$ cat config.mk
export PLATFORM = sky130hd
export DESIGN_NAME = alu_rs_flat
export DESIGN_NICKNAME = d
export VERILOG_FILES = /design/src/rtl/alu_rs_if.sv /design/src/rtl/alu_rs.sv /design/src/flat_wrapper.sv
export SDC_FILE = /design/constraint.sdc
export NUM_CORES = 1
export LEC_CHECK = 0
export BUFFER_PORTS_ARGS = -buffer_cell sky130_fd_sc_hd__buf_2
export CORE_AREA = 8 8 197 199
export CTS_BUF_LIST = sky130_fd_sc_hd__clkbuf_16
export DETAILED_ROUTE_END_ITERATION = 8
export DIE_AREA = 0 0 205 207
export PLACE_DENSITY = 0.71
export SLEW_MARGIN = 15
export SYNTH_ARGS = -nofsm -noshare
export SYNTH_HDL_FRONTEND = slang
export SYNTH_SLANG_ARGS = --single-unit
$ cat constraint.sdc
create_clock -name clk -period 4.9 [get_ports clk]
set_clock_uncertainty 0.15 [all_clocks]
set_input_delay 0.98 -clock clk [delete_from_list [all_inputs] [get_ports clk]]
set_output_delay 0.98 -clock clk [all_outputs]
set_load 0.005 [all_outputs]
$ cat src/rtl/alu_rs_if.sv
// alu_rs_if: dispatch, result-broadcast, flush and issue signals of the ALU
// reservation station, bundled so the station and its environment connect
// through one port.
//
// Handshake rule for both in_* and issue_*: a transfer happens on a rising
// clock edge where valid and ready are both 1. The producer holds valid and
// its payload steady until that edge. Ready may depend on state only, never
// on the same-cycle valid.
interface alu_rs_if #(
    parameter int TAG_W = 4
);
    // Dispatch from decode
    logic             in_valid;
    logic             in_ready;
    logic [2:0]       in_op;
    logic [31:0]      in_vj;
    logic [31:0]      in_vk;
    logic [TAG_W-1:0] in_qj;
    logic [TAG_W-1:0] in_qk;
    logic [TAG_W-1:0] in_dest;

    // Common data bus (result broadcast)
    logic             cdb_valid;
    logic [TAG_W-1:0] cdb_tag;
    logic [31:0]      cdb_value;

    // Pipeline flush
    logic             flush;

    // Issue toward the ALU
    logic             issue_valid;
    logic             issue_ready;
    logic [2:0]       issue_op;
    logic [31:0]      issue_src1;
    logic [31:0]      issue_src2;
    logic [TAG_W-1:0] issue_dest;

    // Environment side: decode, CDB, flush source and the ALU
    modport master (
        output in_valid, in_op, in_vj, in_vk, in_qj, in_qk, in_dest,
        output cdb_valid, cdb_tag, cdb_value, flush, issue_ready,
        input  in_ready, issue_valid, issue_op, issue_src1, issue_src2, issue_dest
    );

    // Reservation station side
    modport slave (
        input  in_valid, in_op, in_vj, in_vk, in_qj, in_qk, in_dest,
        input  cdb_valid, cdb_tag, cdb_value, flush, issue_ready,
        output in_ready, issue_valid, issue_op, issue_src1, issue_src2, issue_dest
    );
endinterface

$ cat src/rtl/alu_rs.sv
// alu_rs: ALU reservation station. Holds DEPTH instructions waiting for their
// operands, captures results from the common data bus, and issues the
// lowest-index ready entry into a registered output stage toward the ALU.
//
// Optional feature macro: ALU_RS_BYPASS_EN. When defined, a dispatch whose
// operands are both present goes straight into the output register if that
// register can load and no held entry is ready, saving one cycle and no
// entry. When undefined, every dispatch goes through an entry.
module alu_rs #(
    parameter int DEPTH = 4,
    parameter int TAG_W = 4
) (
    input logic     clk,
    input logic     rst_n,
    alu_rs_if.slave bus
);
    localparam int IDX_W = (DEPTH > 1) ? $clog2(DEPTH) : 1;

    typedef struct packed {
        logic [2:0]       op;
        logic [31:0]      vj;
        logic [31:0]      vk;
        logic [TAG_W-1:0] qj;
        logic [TAG_W-1:0] qk;
        logic [TAG_W-1:0] dest;
    } entry_t;

    // Station state
    logic [DEPTH-1:0] busy_q, busy_d;
    entry_t           ent_q [DEPTH];
    entry_t           ent_d [DEPTH];

    // Output register toward the ALU
    logic             issue_valid_q, issue_valid_d;
    logic [2:0]       issue_op_q, issue_op_d;
    logic [31:0]      issue_src1_q, issue_src1_d;
    logic [31:0]      issue_src2_q, issue_src2_d;
    logic [TAG_W-1:0] issue_dest_q, issue_dest_d;

    // Selection and control
    logic [DEPTH-1:0] ready_vec;
    logic [IDX_W-1:0] free_idx;
    logic [IDX_W-1:0] rdy_idx;
    logic             free_found;
    logic             rdy_found;
    logic             cdb_hit;
    logic             loadable;
    logic             dispatch;
    logic             do_issue;
    logic             bypass;
    entry_t           in_ent;

    // An entry is ready once it is busy and both operand tags have cleared.
    always_comb begin
        for (int i = 0; i < DEPTH; i++) begin
            ready_vec[i] = busy_q[i] && (ent_q[i].qj == '0) && (ent_q[i].qk == '0);
        end
    end

    // Lowest-index free slot and lowest-index ready slot; scanning downward
    // lets the last hit (smallest index) win.
    always_comb begin
        free_found = 1'b0;
        free_idx   = '0;
        rdy_found  = 1'b0;
        rdy_idx    = '0;
        for (int i = DEPTH - 1; i >= 0; i--) begin
            if (!busy_q[i]) begin
                free_found = 1'b1;
                free_idx   = IDX_W'(i);
            end
            if (ready_vec[i]) begin
                rdy_found = 1'b1;
                rdy_idx   = IDX_W'(i);
            end
        end
    end

    // Incoming instruction with same-cycle CDB forwarding applied, so an
    // operand produced this very cycle is never missed.
    always_comb begin
        cdb_hit     = bus.cdb_valid && (bus.cdb_tag != '0);
        in_ent.op   = bus.in_op;
        in_ent.vj   = bus.in_vj;
        in_ent.vk   = bus.in_vk;
        in_ent.qj   = bus.in_qj;
        in_ent.qk   = bus.in_qk;
        in_ent.dest = bus.in_dest;
        if (cdb_hit && (bus.in_qj == bus.cdb_tag)) begin
            in_ent.vj = bus.cdb_value;
            in_ent.qj = '0;
        end
        if (cdb_hit && (bus.in_qk == bus.cdb_tag)) begin
            in_ent.vk = bus.cdb_value;
            in_ent.qk = '0;
        end
    end

    // Handshake decisions for this cycle. in_ready reflects slots free at
    // cycle start, so a slot freed by this cycle's issue is not handed out
    // until the next cycle.
    always_comb begin
        loadable = !issue_valid_q || bus.issue_ready;
        dispatch = bus.in_valid && free_found;
        do_issue = loadable && rdy_found;
`ifdef ALU_RS_BYPASS_EN
        bypass   = dispatch && loadable && !rdy_found &&
                   (in_ent.qj == '0) && (in_ent.qk == '0);
`else
        bypass   = 1'b0;
`endif
    end

    // Next state: wakeup, issue, dispatch, then flush overriding everything.
    always_comb begin
        busy_d        = busy_q;
        ent_d         = ent_q;
        issue_valid_d = issue_valid_q;
        issue_op_d    = issue_op_q;
        issue_src1_d  = issue_src1_q;
        issue_src2_d  = issue_src2_q;
        issue_dest_d  = issue_dest_q;

        if (cdb_hit) begin
            for (int i = 0; i < DEPTH; i++) begin
                if (busy_q[i] && (ent_q[i].qj == bus.cdb_tag)) begin
                    ent_d[i].vj = bus.cdb_value;
                    ent_d[i].qj = '0;
                end
                if (busy_q[i] && (ent_q[i].qk == bus.cdb_tag)) begin
                    ent_d[i].vk = bus.cdb_value;
                    ent_d[i].qk = '0;
                end
            end
        end

        if (do_issue) begin
            busy_d[rdy_idx] = 1'b0;
            issue_valid_d   = 1'b1;
            issue_op_d      = ent_q[rdy_idx].op;
            issue_src1_d    = ent_q[rdy_idx].vj;
            issue_src2_d    = ent_q[rdy_idx].vk;
            issue_dest_d    = ent_q[rdy_idx].dest;
        end else if (bypass) begin
            issue_valid_d   = 1'b1;
            issue_op_d      = in_ent.op;
            issue_src1_d    = in_ent.vj;
            issue_src2_d    = in_ent.vk;
            issue_dest_d    = in_ent.dest;
        end else if (loadable) begin
            issue_valid_d   = 1'b0;
        end

        // The dispatch slot was free at cycle start and the issue slot was
        // busy, so the two can never be the same entry.
        if (dispatch && !bypass) begin
            busy_d[free_idx] = 1'b1;
            ent_d[free_idx]  = in_ent;
        end

        if (bus.flush) begin
            busy_d        = '0;
            issue_valid_d = 1'b0;
        end
    end

    // State registers with asynchronous active-low reset.
    always_ff @(posedge clk or negedge rst_n) begin
        if (!rst_n) begin
            busy_q        <= '0;
            for (int i = 0; i < DEPTH; i++) begin
                ent_q[i] <= '0;
            end
            issue_valid_q <= 1'b0;
            issue_op_q    <= '0;
            issue_src1_q  <= '0;
            issue_src2_q  <= '0;
            issue_dest_q  <= '0;
        end else begin
            busy_q        <= busy_d;
            ent_q         <= ent_d;
            issue_valid_q <= issue_valid_d;
            issue_op_q    <= issue_op_d;
            issue_src1_q  <= issue_src1_d;
            issue_src2_q  <= issue_src2_d;
            issue_dest_q  <= issue_dest_d;
        end
    end

    assign bus.in_ready    = free_found;
    assign bus.issue_valid = issue_valid_q;
    assign bus.issue_op    = issue_op_q;
    assign bus.issue_src1  = issue_src1_q;
    assign bus.issue_src2  = issue_src2_q;
    assign bus.issue_dest  = issue_dest_q;
endmodule

$ cat src/flat_wrapper.sv
// flat-port wrapper written by rule: the top's interface ports become plain ports
module alu_rs_flat 
#(
    parameter int DEPTH = 4,
    parameter int TAG_W = 4
)
  (clk, rst_n, bus_in_valid, bus_in_op, bus_in_vj, bus_in_vk, bus_in_qj, bus_in_qk, bus_in_dest, bus_cdb_valid, bus_cdb_tag, bus_cdb_value, bus_flush, bus_issue_ready, bus_in_ready, bus_issue_valid, bus_issue_op, bus_issue_src1, bus_issue_src2, bus_issue_dest);
  alu_rs_if #(.TAG_W(TAG_W)) bus_i ();
  input logic clk;
  input logic rst_n;
  input wire logic [$bits(bus_i.in_valid)-1:0] bus_in_valid;
  input wire logic [$bits(bus_i.in_op)-1:0] bus_in_op;
  input wire logic [$bits(bus_i.in_vj)-1:0] bus_in_vj;
  input wire logic [$bits(bus_i.in_vk)-1:0] bus_in_vk;
  input wire logic [$bits(bus_i.in_qj)-1:0] bus_in_qj;
  input wire logic [$bits(bus_i.in_qk)-1:0] bus_in_qk;
  input wire logic [$bits(bus_i.in_dest)-1:0] bus_in_dest;
  input wire logic [$bits(bus_i.cdb_valid)-1:0] bus_cdb_valid;
  input wire logic [$bits(bus_i.cdb_tag)-1:0] bus_cdb_tag;
  input wire logic [$bits(bus_i.cdb_value)-1:0] bus_cdb_value;
  input wire logic [$bits(bus_i.flush)-1:0] bus_flush;
  input wire logic [$bits(bus_i.issue_ready)-1:0] bus_issue_ready;
  output wire logic [$bits(bus_i.in_ready)-1:0] bus_in_ready;
  output wire logic [$bits(bus_i.issue_valid)-1:0] bus_issue_valid;
  output wire logic [$bits(bus_i.issue_op)-1:0] bus_issue_op;
  output wire logic [$bits(bus_i.issue_src1)-1:0] bus_issue_src1;
  output wire logic [$bits(bus_i.issue_src2)-1:0] bus_issue_src2;
  output wire logic [$bits(bus_i.issue_dest)-1:0] bus_issue_dest;
  assign bus_i.in_valid = bus_in_valid;
  assign bus_i.in_op = bus_in_op;
  assign bus_i.in_vj = bus_in_vj;
  assign bus_i.in_vk = bus_in_vk;
  assign bus_i.in_qj = bus_in_qj;
  assign bus_i.in_qk = bus_in_qk;
  assign bus_i.in_dest = bus_in_dest;
  assign bus_i.cdb_valid = bus_cdb_valid;
  assign bus_i.cdb_tag = bus_cdb_tag;
  assign bus_i.cdb_value = bus_cdb_value;
  assign bus_i.flush = bus_flush;
  assign bus_i.issue_ready = bus_issue_ready;
  assign bus_in_ready = bus_i.in_ready;
  assign bus_issue_valid = bus_i.issue_valid;
  assign bus_issue_op = bus_i.issue_op;
  assign bus_issue_src1 = bus_i.issue_src1;
  assign bus_issue_src2 = bus_i.issue_src2;
  assign bus_issue_dest = bus_i.issue_dest;
  alu_rs #(.DEPTH(DEPTH), .TAG_W(TAG_W)) u_core (.clk(clk), .rst_n(rst_n), .bus(bus_i));
endmodule
==> summary.txt <==
Route
  – Met2 Wirelength: 29700 microns
  – DR top layer: met5
  – Via density: 6.83
  – Routed met3 length: 7030 microns
  – Wire per inst: 25.9 microns
  – Post-route ant nets: 0
  – WL final: 64700 microns
  – Via count of the routed design: 17100
  – # DRC: 0
  – WL met1: 25300 microns
  – Iteration-0 DRC Markers: 1949
  – Router iterations before antenna repair: 6

Setup path
  – R2R depth: 7
  – CP endpoint kind: flop
  – Crit Reg-Reg Endpoint: u_core.bus.issue_src2[10]
  – Worst Path Arrival: 3.62 ns
  – CP peak stage delay: 0.93 ns
  – Reg2Reg Setup Slack: 1.57 ns
  – Critical Path Fanout Max: 17
  – Worst endpoint required time: 5.19 ns
  – CP cell instances: buf_2, xnor2_1, nand4_1, or2_2, o22ai_2, buf_4, a21oi_1
  – Worst Setup Start Kind: input port
  – Critical Path Slowest Stage Cell: o22ai_2
  – Setup CP Type: in2reg
  – FF-to-FF Start: u_core.ent_q[4]

Placement
  – Buffers on Ports: 193
  – DP HPWL: 38100 microns
  – GPL Wtd Cong: 0.882
  – DP Cell Count: 2421

Floorplan
  – Chip height: 207 microns
  – Die width: 205 microns
  – Row cnt: 70
  – Die area: 42400 sq um
  – Core area: 35900 sq um
  – Starting Density: 50.7%
  – Top Ports: 194

Synthesis
  – Synth Flop Type: dfrtp_1
  – Cell Area, Synth: 18200 sq um
  – Synth unique cells: 40
  – Syn Area/Cell: 9.63 sq um
  – Mapped Nets: 2014
  – Fraction of registers with async set/reset: 100%
  – Post-Synthesis Cells: 1893
  – Post-synth EDFFs: 0
  – Post-synthesis sequential area ratio: 53.8%
  – Yosys reg bits: 392
  – Yosys Warn Count: 0

Clock network
  – Number of hold buffers added after cts: 0
  – Number of setup buffers added after CTS: 0
  – TritonCTS clock tree: yes
  – CTS Buf Count: 41
  – Clock slew at reported path FFs: 0.06 ns
  – Sink Count: 392
  – CTS max path bufs: 3
  – Clock Tree Root: clkbuf_16
  – Post-cts resize count: 0
  – H-Tree Depth: 2
  – Clock Latency Late Sink: 0.56 ns

STA
  – RSZ-0062 raised after global routing: no
  – Final Max Tran Viols: 0
  – Setup violators final: 0
  – Tightest Pin Transition: 1.16 ns
  – Fin Setup TNS: 0 ns
  – Final Hold Fails: 0
  – Max transition margin: 22.9%
  – Min Tclk post-route: 3.34 ns
  – Peak Freq: 0.300 GHz
  – Fin crit share: 68.1%

Global routing
  – Antenna violations before repair: 9
  – GRT Util Overall: 29.8%
  – Vias in the first global route: 17500
  – First-pass GRT wire length: 101000 microns
  – Largest net degree at the start of global routing: 114
  – Grt total ovfl: 0

Worst hold path
  – Hold path depth: 2
  – Hold Path End: u_core.ent_q[158]
  – Hold Crit Class: reg2reg
  – Min-delay src: u_core.ent_q[158]

Layout
  – NumNets Final: 2117
  – Final Util: 58.1%
  – Synth-to-Final Area Change: 14.5%
  – Fill cells: 3095
  – Non-Filler Instances: 2498
  – Layout cells sized above 1: 18.7%

Power and ir drop
  – Total power: 9.73 mW
  – Peak VDD IR: 0.278 mV
  – Leakage: 8.56 nW
  – Power per standard cell area: 466 nW/um^2

Run
  – Max-Cap Viols: 0

Run status
  – Status: completed
[through the flow]
step	hold slack, ns	area (sq um)	setup slack [ns]
finish	0.325	20900	1.56
global route	0.345	20900	1.34
CTS	0.327	20900	1.64
detailed placement	0.312	19600	1.16
global placement	0.307	19600	1.21
floorplan	0.295	18200	2.22
[power breakdown]
part	internal (mW)	switching [mW]
registers	4.07	0.558
logic	0.805	1.25
clock network	1.74	1.32
total	6.61	3.12
[layout make-up]
class / count / area (sq um) / area share [%]
tap: 468 / 586 / 2.81
inverter: 103 / 387 / 1.85
clock inverter: 29 / 213 / 1.02
timing repair buffer: 236 / 1390 / 6.64
multi-input combinational: 1222 / 7400 / 35.5
clock buffer: 43 / 1080 / 5.16
sequential: 392 / 9810 / 47.0
antenna: 5 / 12.5 / 0.0600
[registers in the layout (all words and copies together) (netlist names)]
signal	flops
u_core.bus.issue_op	3
u_core.ent_q	316
u_core.bus.issue_valid	1
u_core.bus.issue_src2	32
u_core.bus.issue_src1	32
u_core.busy_q	4
u_core.bus.issue_dest	4
[routing by layer]
metal / vias to the layer above / GRT usage (%)
li1: 7310 / -
met1: 8375 / 39.8
met2: 1147 / 45.2
met3: 216 / 7.04
met4: 10 / 14.4
met5: - / 0
[worst max-delay path: cells and delay by family]
kind | cells | cell delay, ns
AO/OA/AOI/OAI | 2 | 1.02
XOR/XNOR | 1 | 0.17
buffers and inverters | 2 | 0.66
AND/OR/NAND/NOR | 2 | 0.78
[cell usage after synthesis, types with 10 or more instances]
cell type	instances	area share, %
o22ai_1	230	7.9
buf_2	55	1.5
inv_1	103	2.1
o311ai_0	71	3.4
a31oi_1	71	2.4
nand2_1	255	5.3
o221a_2	57	3.5
nand4_1	84	2.9
clkbuf_1	106	2.2
nor2_1	87	1.8
o211ai_1	71	2.9
a21oi_1	196	5.4
dfrtp_1	392	54
xnor2_1	40	1.9
buf_1	10	0.21
o21ai_1	12	0.33
[cells in the final DEF (no fill, tap or decap), drive strengths merged]
master	Yosys	final
nor2	87	87
o221a	64	64
and4	1	1
a31oi	71	71
clkinv	0	20
buf	70	236
nand2b	1	1
or2	3	3
nor2b	4	4
o22ai	230	230
o21ai	20	20
nor4	3	3
a41oi	2	2
and3	1	1
o21a	2	2
nand4b	2	2
clkbuf	106	43
o311ai	71	71
nand2	255	255
inv	103	108
clkinvlp	0	1
nand4	84	84
o31ai	2	2
bufinv	0	3
o211ai	71	71
diode	0	5
o41a	1	1
o41ai	2	2
nor3b	1	1
nand3	1	1
nor3	6	6
dfrtp	392	392
xnor2	40	40
or3	1	1
a21oi	196	196
[kinds of logic after synthesis]
group	synth area share [%]
AOI/OAI and AO/OA	27.1
xor gates and xnor gates	1.92
and+or+nand+nor	10.9
DFF	53.8
buffers and inverters	6.23
[worst max-delay path by stage]
stage,end,start,slack (ns),depth (start not counted)
after floorplan,u_core.ent_q[14],bus_cdb_tag[0],2.22,6
after global placement,u_core.ent_q[270],bus_cdb_tag[3],1.21,7
after detailed placement,u_core.ent_q[270],bus_cdb_tag[3],1.16,7
after CTS,u_core.bus.issue_src1[3],u_core.ent_q[4],1.64,7
after global routing,u_core.bus.issue_src2[6],u_core.ent_q[4],1.34,7
final,u_core.ent_q[265],bus_cdb_tag[3],1.56,7
No activity file was read; power rests on OpenSTA's default activity.
